File: config.mk
export PLATFORM = sky130hd
export DESIGN_NAME = imm_gen_pipe
export DESIGN_NICKNAME = d
export VERILOG_FILES = /design/src/rtl/imm_gen_pkg.sv /design/src/rtl/imm_decode.sv /design/src/rtl/imm_gen_pipe.sv
export SDC_FILE = /design/constraint.sdc
export NUM_CORES = 1
export LEC_CHECK = 0
export ABC_AREA = 1
export CORE_MARGIN = 2
export CORE_UTILIZATION = 58
export DETAILED_ROUTE_END_ITERATION = 8
export GPL_TIMING_DRIVEN = 0
export PLACE_DENSITY = 0.86
export SETUP_SLACK_MARGIN = 0.05
export SYNTH_ARGS = -nofsm -noshare
export SYNTH_HDL_FRONTEND = slang
export SYNTH_SLANG_ARGS = --single-unit
File: constraint.sdc
create_clock -name clk_i -period 3.8 [get_ports clk_i]
set_clock_uncertainty 0.1 [all_clocks]
set_input_delay 0.76 -clock clk_i [delete_from_list [all_inputs] [get_ports clk_i]]
set_output_delay 0.76 -clock clk_i [all_outputs]
set_load 0.02 [all_outputs]
File: src/rtl/imm_gen_pkg.sv
// Shared definitions for the pipelined immediate generator: RV32I/RV64I base
// opcodes, the 3-bit format encoding and the XLEN legality check.
package imm_gen_pkg;

  typedef enum logic [2:0] {
    FMT_R       = 3'd0,
    FMT_I       = 3'd1,
    FMT_S       = 3'd2,
    FMT_B       = 3'd3,
    FMT_U       = 3'd4,
    FMT_J       = 3'd5,
    FMT_SHAMT   = 3'd6,
    FMT_ILLEGAL = 3'd7
  } fmt_t;

  localparam logic [6:0] OPC_OP     = 7'b0110011;
  localparam logic [6:0] OPC_OP_IMM = 7'b0010011;
  localparam logic [6:0] OPC_LOAD   = 7'b0000011;
  localparam logic [6:0] OPC_JALR   = 7'b1100111;
  localparam logic [6:0] OPC_STORE  = 7'b0100011;
  localparam logic [6:0] OPC_BRANCH = 7'b1100011;
  localparam logic [6:0] OPC_LUI    = 7'b0110111;
  localparam logic [6:0] OPC_AUIPC  = 7'b0010111;
  localparam logic [6:0] OPC_JAL    = 7'b1101111;

  localparam logic [2:0] F3_SLL = 3'b001;
  localparam logic [2:0] F3_SR  = 3'b101;

  function automatic bit xlen_legal(input int xlen);
    return (xlen == 32) || (xlen == 64);
  endfunction

endpackage

File: src/rtl/imm_decode.sv
// Combinational immediate decoder: builds a 32-bit immediate per base format,
// then sign-extends it (from bit 31) to XLEN.
module imm_decode
  import imm_gen_pkg::*;
#(
  parameter int XLEN = 32
) (
  input  logic [31:0]     inst_i,
  output logic [XLEN-1:0] imm_o,
  output fmt_t            fmt_o
);

  logic [6:0]  opcode;
  logic [2:0]  funct3;
  logic        sign;
  logic        shamt_hi;
  logic [31:0] imm32;

  assign opcode = inst_i[6:0];
  assign funct3 = inst_i[14:12];
  assign sign   = inst_i[31];
  // RV64 shift amounts are 6 bits wide; RV32 ones only 5
  assign shamt_hi = (XLEN == 64) ? inst_i[25] : 1'b0;

  always_comb begin
    imm32 = '0;
    fmt_o = FMT_ILLEGAL;
    case (opcode)
      OPC_OP: fmt_o = FMT_R;
      OPC_OP_IMM: begin
        if (funct3 == F3_SLL || funct3 == F3_SR) begin
          fmt_o = FMT_SHAMT;
          imm32 = {26'b0, shamt_hi, inst_i[24:20]};
        end else begin
          fmt_o = FMT_I;
          imm32 = {{20{sign}}, inst_i[31:20]};
        end
      end
      OPC_LOAD, OPC_JALR: begin
        fmt_o = FMT_I;
        imm32 = {{20{sign}}, inst_i[31:20]};
      end
      OPC_STORE: begin
        fmt_o = FMT_S;
        imm32 = {{20{sign}}, inst_i[31:25], inst_i[11:7]};
      end
      OPC_BRANCH: begin
        fmt_o = FMT_B;
        imm32 = {{19{sign}}, inst_i[31], inst_i[7], inst_i[30:25], inst_i[11:8], 1'b0};
      end
      OPC_LUI, OPC_AUIPC: begin
        fmt_o = FMT_U;
        imm32 = {inst_i[31:12], 12'b0};
      end
      OPC_JAL: begin
        fmt_o = FMT_J;
        imm32 = {{11{sign}}, inst_i[31], inst_i[19:12], inst_i[20], inst_i[30:21], 1'b0};
      end
      default: ;
    endcase
  end

  // Replicate from bit 30 upward so XLEN=32 never needs a zero-width replication
  assign imm_o = {{(XLEN-31){imm32[31]}}, imm32[30:0]};

endmodule

File: src/rtl/imm_gen_pipe.sv
// Pipelined immediate generator: decode at accept into a 2-entry FIFO skid
// buffer (head drives outputs), plus a sticky error flag and saturating counter.
module imm_gen_pipe
  import imm_gen_pkg::*;
#(
  parameter int XLEN      = 32,
  parameter int TAG_W     = 5,
  parameter int ERR_CNT_W = 8
) (
  input  logic                 clk_i,
  input  logic                 rst_i,
  input  logic                 valid_i,
  output logic                 ready_o,
  input  logic [31:0]          inst_i,
  input  logic [TAG_W-1:0]     tag_i,
  output logic                 valid_o,
  input  logic                 ready_i,
  output logic [XLEN-1:0]      imm_o,
  output logic [2:0]           fmt_o,
  output logic [TAG_W-1:0]     tag_o,
  input  logic                 clr_err_i,
  output logic                 err_o,
  output logic [ERR_CNT_W-1:0] err_cnt_o
);

  localparam int DEPTH = 2;

  if (!xlen_legal(XLEN)) begin : g_bad_xlen
    $error("imm_gen_pipe: XLEN must be 32 or 64");
  end

  typedef struct packed {
    logic [XLEN-1:0]  imm;
    fmt_t             fmt;
    logic [TAG_W-1:0] tag;
  } beat_t;

  logic [XLEN-1:0]      dec_imm;
  fmt_t                 dec_fmt;
  beat_t                new_beat;
  beat_t                ent_q [DEPTH];
  beat_t                ent_d [DEPTH];
  logic [1:0]           cnt_q, cnt_d;
  logic                 ready_q, ready_d;
  logic                 err_q, err_d;
  logic [ERR_CNT_W-1:0] err_cnt_q, err_cnt_d;
  logic                 push, pop, illegal_acc;

  imm_decode #(.XLEN(XLEN)) u_decode (
    .inst_i (inst_i),
    .imm_o  (dec_imm),
    .fmt_o  (dec_fmt)
  );

  assign push        = valid_i & ready_q;
  assign pop         = (cnt_q != 2'd0) & ready_i;
  assign illegal_acc = push & (dec_fmt == FMT_ILLEGAL);

  always_comb begin
    new_beat.imm = dec_imm;
    new_beat.fmt = dec_fmt;
    new_beat.tag = tag_i;
    ent_d = ent_q;
    cnt_d = cnt_q;
    case ({push, pop})
      2'b10: begin
        ent_d[cnt_q[0]] = new_beat;
        cnt_d = cnt_q + 2'd1;
      end
      2'b01: begin
        ent_d[0] = ent_q[1];
        cnt_d = cnt_q - 2'd1;
      end
      // push implies a free slot, so with a pop here exactly one entry was held
      2'b11: ent_d[0] = new_beat;
      default: ;
    endcase
    ready_d = (cnt_d != 2'd2);
  end

  always_comb begin
    err_d     = err_q;
    err_cnt_d = err_cnt_q;
    if (illegal_acc) begin
      err_d     = 1'b1;
      err_cnt_d = clr_err_i ? ERR_CNT_W'(1)
                : (err_cnt_q == '1) ? err_cnt_q : err_cnt_q + 1'b1;
    end else if (clr_err_i) begin
      err_d     = 1'b0;
      err_cnt_d = '0;
    end
  end

  for (genvar gi = 0; gi < DEPTH; gi++) begin : g_ent
    always_ff @(posedge clk_i) begin
      if (!rst_i) ent_q[gi] <= '0;
      else        ent_q[gi] <= ent_d[gi];
    end
  end

  always_ff @(posedge clk_i) begin
    if (!rst_i) begin
      cnt_q     <= 2'd0;
      ready_q   <= 1'b1;
      err_q     <= 1'b0;
      err_cnt_q <= '0;
    end else begin
      cnt_q     <= cnt_d;
      ready_q   <= ready_d;
      err_q     <= err_d;
      err_cnt_q <= err_cnt_d;
    end
  end

  // Masking with reset keeps a held beat from leaving in the cycle it is flushed
  assign valid_o   = (cnt_q != 2'd0) & rst_i;
  assign ready_o   = ready_q;
  assign imm_o     = ent_q[0].imm;
  assign fmt_o     = ent_q[0].fmt;
  assign tag_o     = ent_q[0].tag;
  assign err_o     = err_q;
  assign err_cnt_o = err_cnt_q;

endmodule
==> flow_summary.ini <==
[logic_synthesis]
synth_area_mm2 = 0.00550
synth-async-reset-ratio = 0
synth_cell_types = 32
synthDominantCellAreaShare = 0.335
ys_top_cells_by_count = nor2_1 (163), nand2_1 (151), inv_1 (107)
yosysMostFrequentCell = nor2_1
yosysWarnings = 0
ys_seq_area_frac = 0.335
yosysTopAreaCell = dfxtp_1
syn_inst = 860
syn_nets = 907
synth-edff-count = 0
synth_ff_type = dfxtp_1
post_synth.cell_area_avg_um2 = 6.40
synth_area_leaders = dfxtp_1 (33%), nor2_1 (11%), nand2_1 (10%)
yosys_register_bits = 92

[drt]
drc = 0
num_vias = 5693
wire_per_inst_um = 13.0
vias_per_cell = 5.19
drt-pass1-iter-count = 5
wirelength_um = 14300
ant_nets = 0
drtIter0Drc = 380

[floorplan]
coreArea_mm2 = 0.00924
ioPinCount = 93
start_util = 0.595
die_h_um = 101
chipWidth_um = 101
rows = 35
fp.dieArea_mm2 = 0.0103

[clock_network]
cts_resized = 0
root_buffer = clkbuf_8
path_clk_slew_ps = 90
cts.htree.levels = 3
postCtsSetupRepairBufs = 0
clockBufferDepth = 2
cts_buffers = 9
cts.sinks = 92
clock_latency_ps = 360
cts_tree = done
postCtsHoldBufs = 0

[critical_path]
crit_path_start_kind = input pin
crit_path_top_delay_cell = clkdlybuf4s50_1
critical_path_depth = 5
path_cells = clkdlybuf4s50_1 -> inv_2 -> clkbuf_1 -> a21oi_1 -> clkdlybuf4s50_1
cp.arrival_ps = 2590
timing.rr.end = fmt_o[2]
cp_top_family = buffers and inverters
r2r_slack_ps = 1020
cp_data_required_time_ps = 2940
reg2regPathDepth = 11
cpPeakStageDelay_ps = 630
cp_max_fo = 10
timing.rr.start = cnt_q[0]
cpMostUsedCell = clkdlybuf4s50_1
path_buf_inv = 4
endpoint_kind = output pin
crit_type = in -> out

[power]
power_leakage_nw = 3.45
peakVddDrop_v = 0.000349
power_density_mw_per_mm2 = 570
total_power_w = 0.00385

[run]
max_cap_viol_count = 0

[global_route]
grt_pass1_vias = 5132
grt_usage = 0.287
antenna_found_initial = 0
grt_first_pass_wirelength_um = 23800
overflow = 0
grt_max_degree = 16

[timing]
maxSlewViolCount = 0
final-hold-violation-count = 0
worst_pin_slew_ps = 584
setup_viol = 0
max_freq_mhz = 290
min_period_over_period = 0.907
rsz0062_at_grt = false
relSlewSlack = 0.611
min_period_ps = 3450
fin_setup_tns_ps = 0

[finish]
drive_above_1_share = 0.116
nNetsFinal = 1010
finalNonFillerCells = 1097
syn_to_final_growth_pct = 22.7
antenna_cells = 0
fin_area_mm2 = 0.00675

[worst_hold_path]
min_to = ent_q[0]
min-delay-path-class = reg -> reg
whs_path_depth = 2
hp-start = ent_q[0]

[place]
place_area_mm2 = 0.00658
hpwl_um = 10400
gp_congestion = 1.03
placed_cells = 1081
placement.io_buffers = 92

[run_status]
status = completed
[per-stage QoR]
stage / worst slack, ps / utilization / hold WS [ps]
after floorplan: 1400 / - / 330
after CTS: 348 / 0.731 / 368
final: 355 / 0.731 / 371
after global routing: 282 / 0.731 / 388
after detailed placement: 366 / 0.712 / 351
after global placement: 398 / 0.712 / 350
[report_power, final]
group          switching, W  total (W)  leakage, nW  internal [W]
clock network      0.000360   0.000600       0.0760      0.000240
registers          0.000122    0.00134        0.754       0.00122
logic               0.00109    0.00191         2.62      0.000818
total               0.00157    0.00385         3.45       0.00228
[worst register-to-register path: stages (launching register included)]
cell and delay (ps):
dfxtp_1 320, buf_4 150, inv_1 80, a21oi_2 210, buf_2 290, ha_1 240, clkbuf_1 470, clkbuf_1 450
a31oi_1 150, nand3_1 170, nand2_1 70, inv_1 50
[how the worst max path moves through the flow]
| stage | end | slack (ps) | start |
|---|---|---|---|
| after floorplan | tag_o[4] | 1400 | ready_i |
| after global placement | valid_o | 400 | rst_i |
| after detailed placement | valid_o | 370 | rst_i |
| after CTS | valid_o | 350 | rst_i |
| after global routing | valid_o | 280 | rst_i |
| final | valid_o | 350 | rst_i |
[per-layer routing]
metal,part of all wire,GRT usage,up-vias
met2,0.47,0.481,226
li1,-,-,2877
met1,0.44,0.387,2560
met4,0.019,0.0769,0
met3,0.068,0.0414,30
met5,0,0,-
[final cells by class]
| class | count | area [um^2] |
|---|---|---|
| timing repair buffer | 92 | 921 |
| tap | 129 | 161 |
| fill | 786 | 2490 |
| sequential | 92 | 1840 |
| buffer | 84 | 526 |
| multi-input combinational | 567 | 2690 |
| inverter | 117 | 439 |
| clock buffer | 11 | 131 |
| clock inverter | 5 | 36.3 |
[state kept, by name, summed over array words and instances (netlist names)]
name,cells
imm_o,32
cnt_q,2
err_cnt_o,8
ready_o,1
err_o,1
tag_o,5
fmt_o,3
ent_q,40
[cell families (layout without fill, tap and decap cells)]
| group | count (synthesis) | in the layout | share of synthesized area |
|---|---|---|---|
| simple gates | 421 | 421 | 0.329 |
| compound gates | 135 | 135 | 0.140 |
| buf+inv | 201 | 309 | 0.175 |
| fa+ha+maj | 5 | 5 | 0.0114 |
| flops | 92 | 92 | 0.335 |
| xor+xnor | 6 | 6 | 0.00955 |
[placed cells by master, fill, tap and decap left out, types with 2 or more instances in the layout]
| master | synthesis | final |
|---|---|---|
| xor2_1 | 5 | 5 |
| clkbuf_8 | 0 | 9 |
| nand3_1 | 74 | 74 |
| nand4_1 | 2 | 2 |
| nand3_2 | 3 | 3 |
| nor2_4 | 2 | 2 |
| buf_6 | 5 | 5 |
| buf_4 | 42 | 42 |
| buf_2 | 12 | 12 |
| a31oi_1 | 39 | 39 |
| o211ai_1 | 9 | 9 |
| nand2_2 | 16 | 16 |
| nor2_1 | 163 | 163 |
| ha_1 | 5 | 5 |
| nor2_2 | 2 | 2 |
| clkinv_1 | 2 | 2 |
| a21oi_1 | 30 | 30 |
| clkinvlp_4 | 0 | 3 |
| clkdlybuf4s50_1 | 0 | 92 |
| inv_1 | 107 | 107 |
| inv_2 | 8 | 8 |
| nor3_1 | 2 | 2 |
| o21ai_0 | 53 | 53 |
| nand2_4 | 4 | 4 |
| dfxtp_1 | 92 | 92 |
| clkbuf_1 | 24 | 26 |
| nand2_1 | 151 | 151 |
No activity file was read; power rests on OpenSTA's default activity.
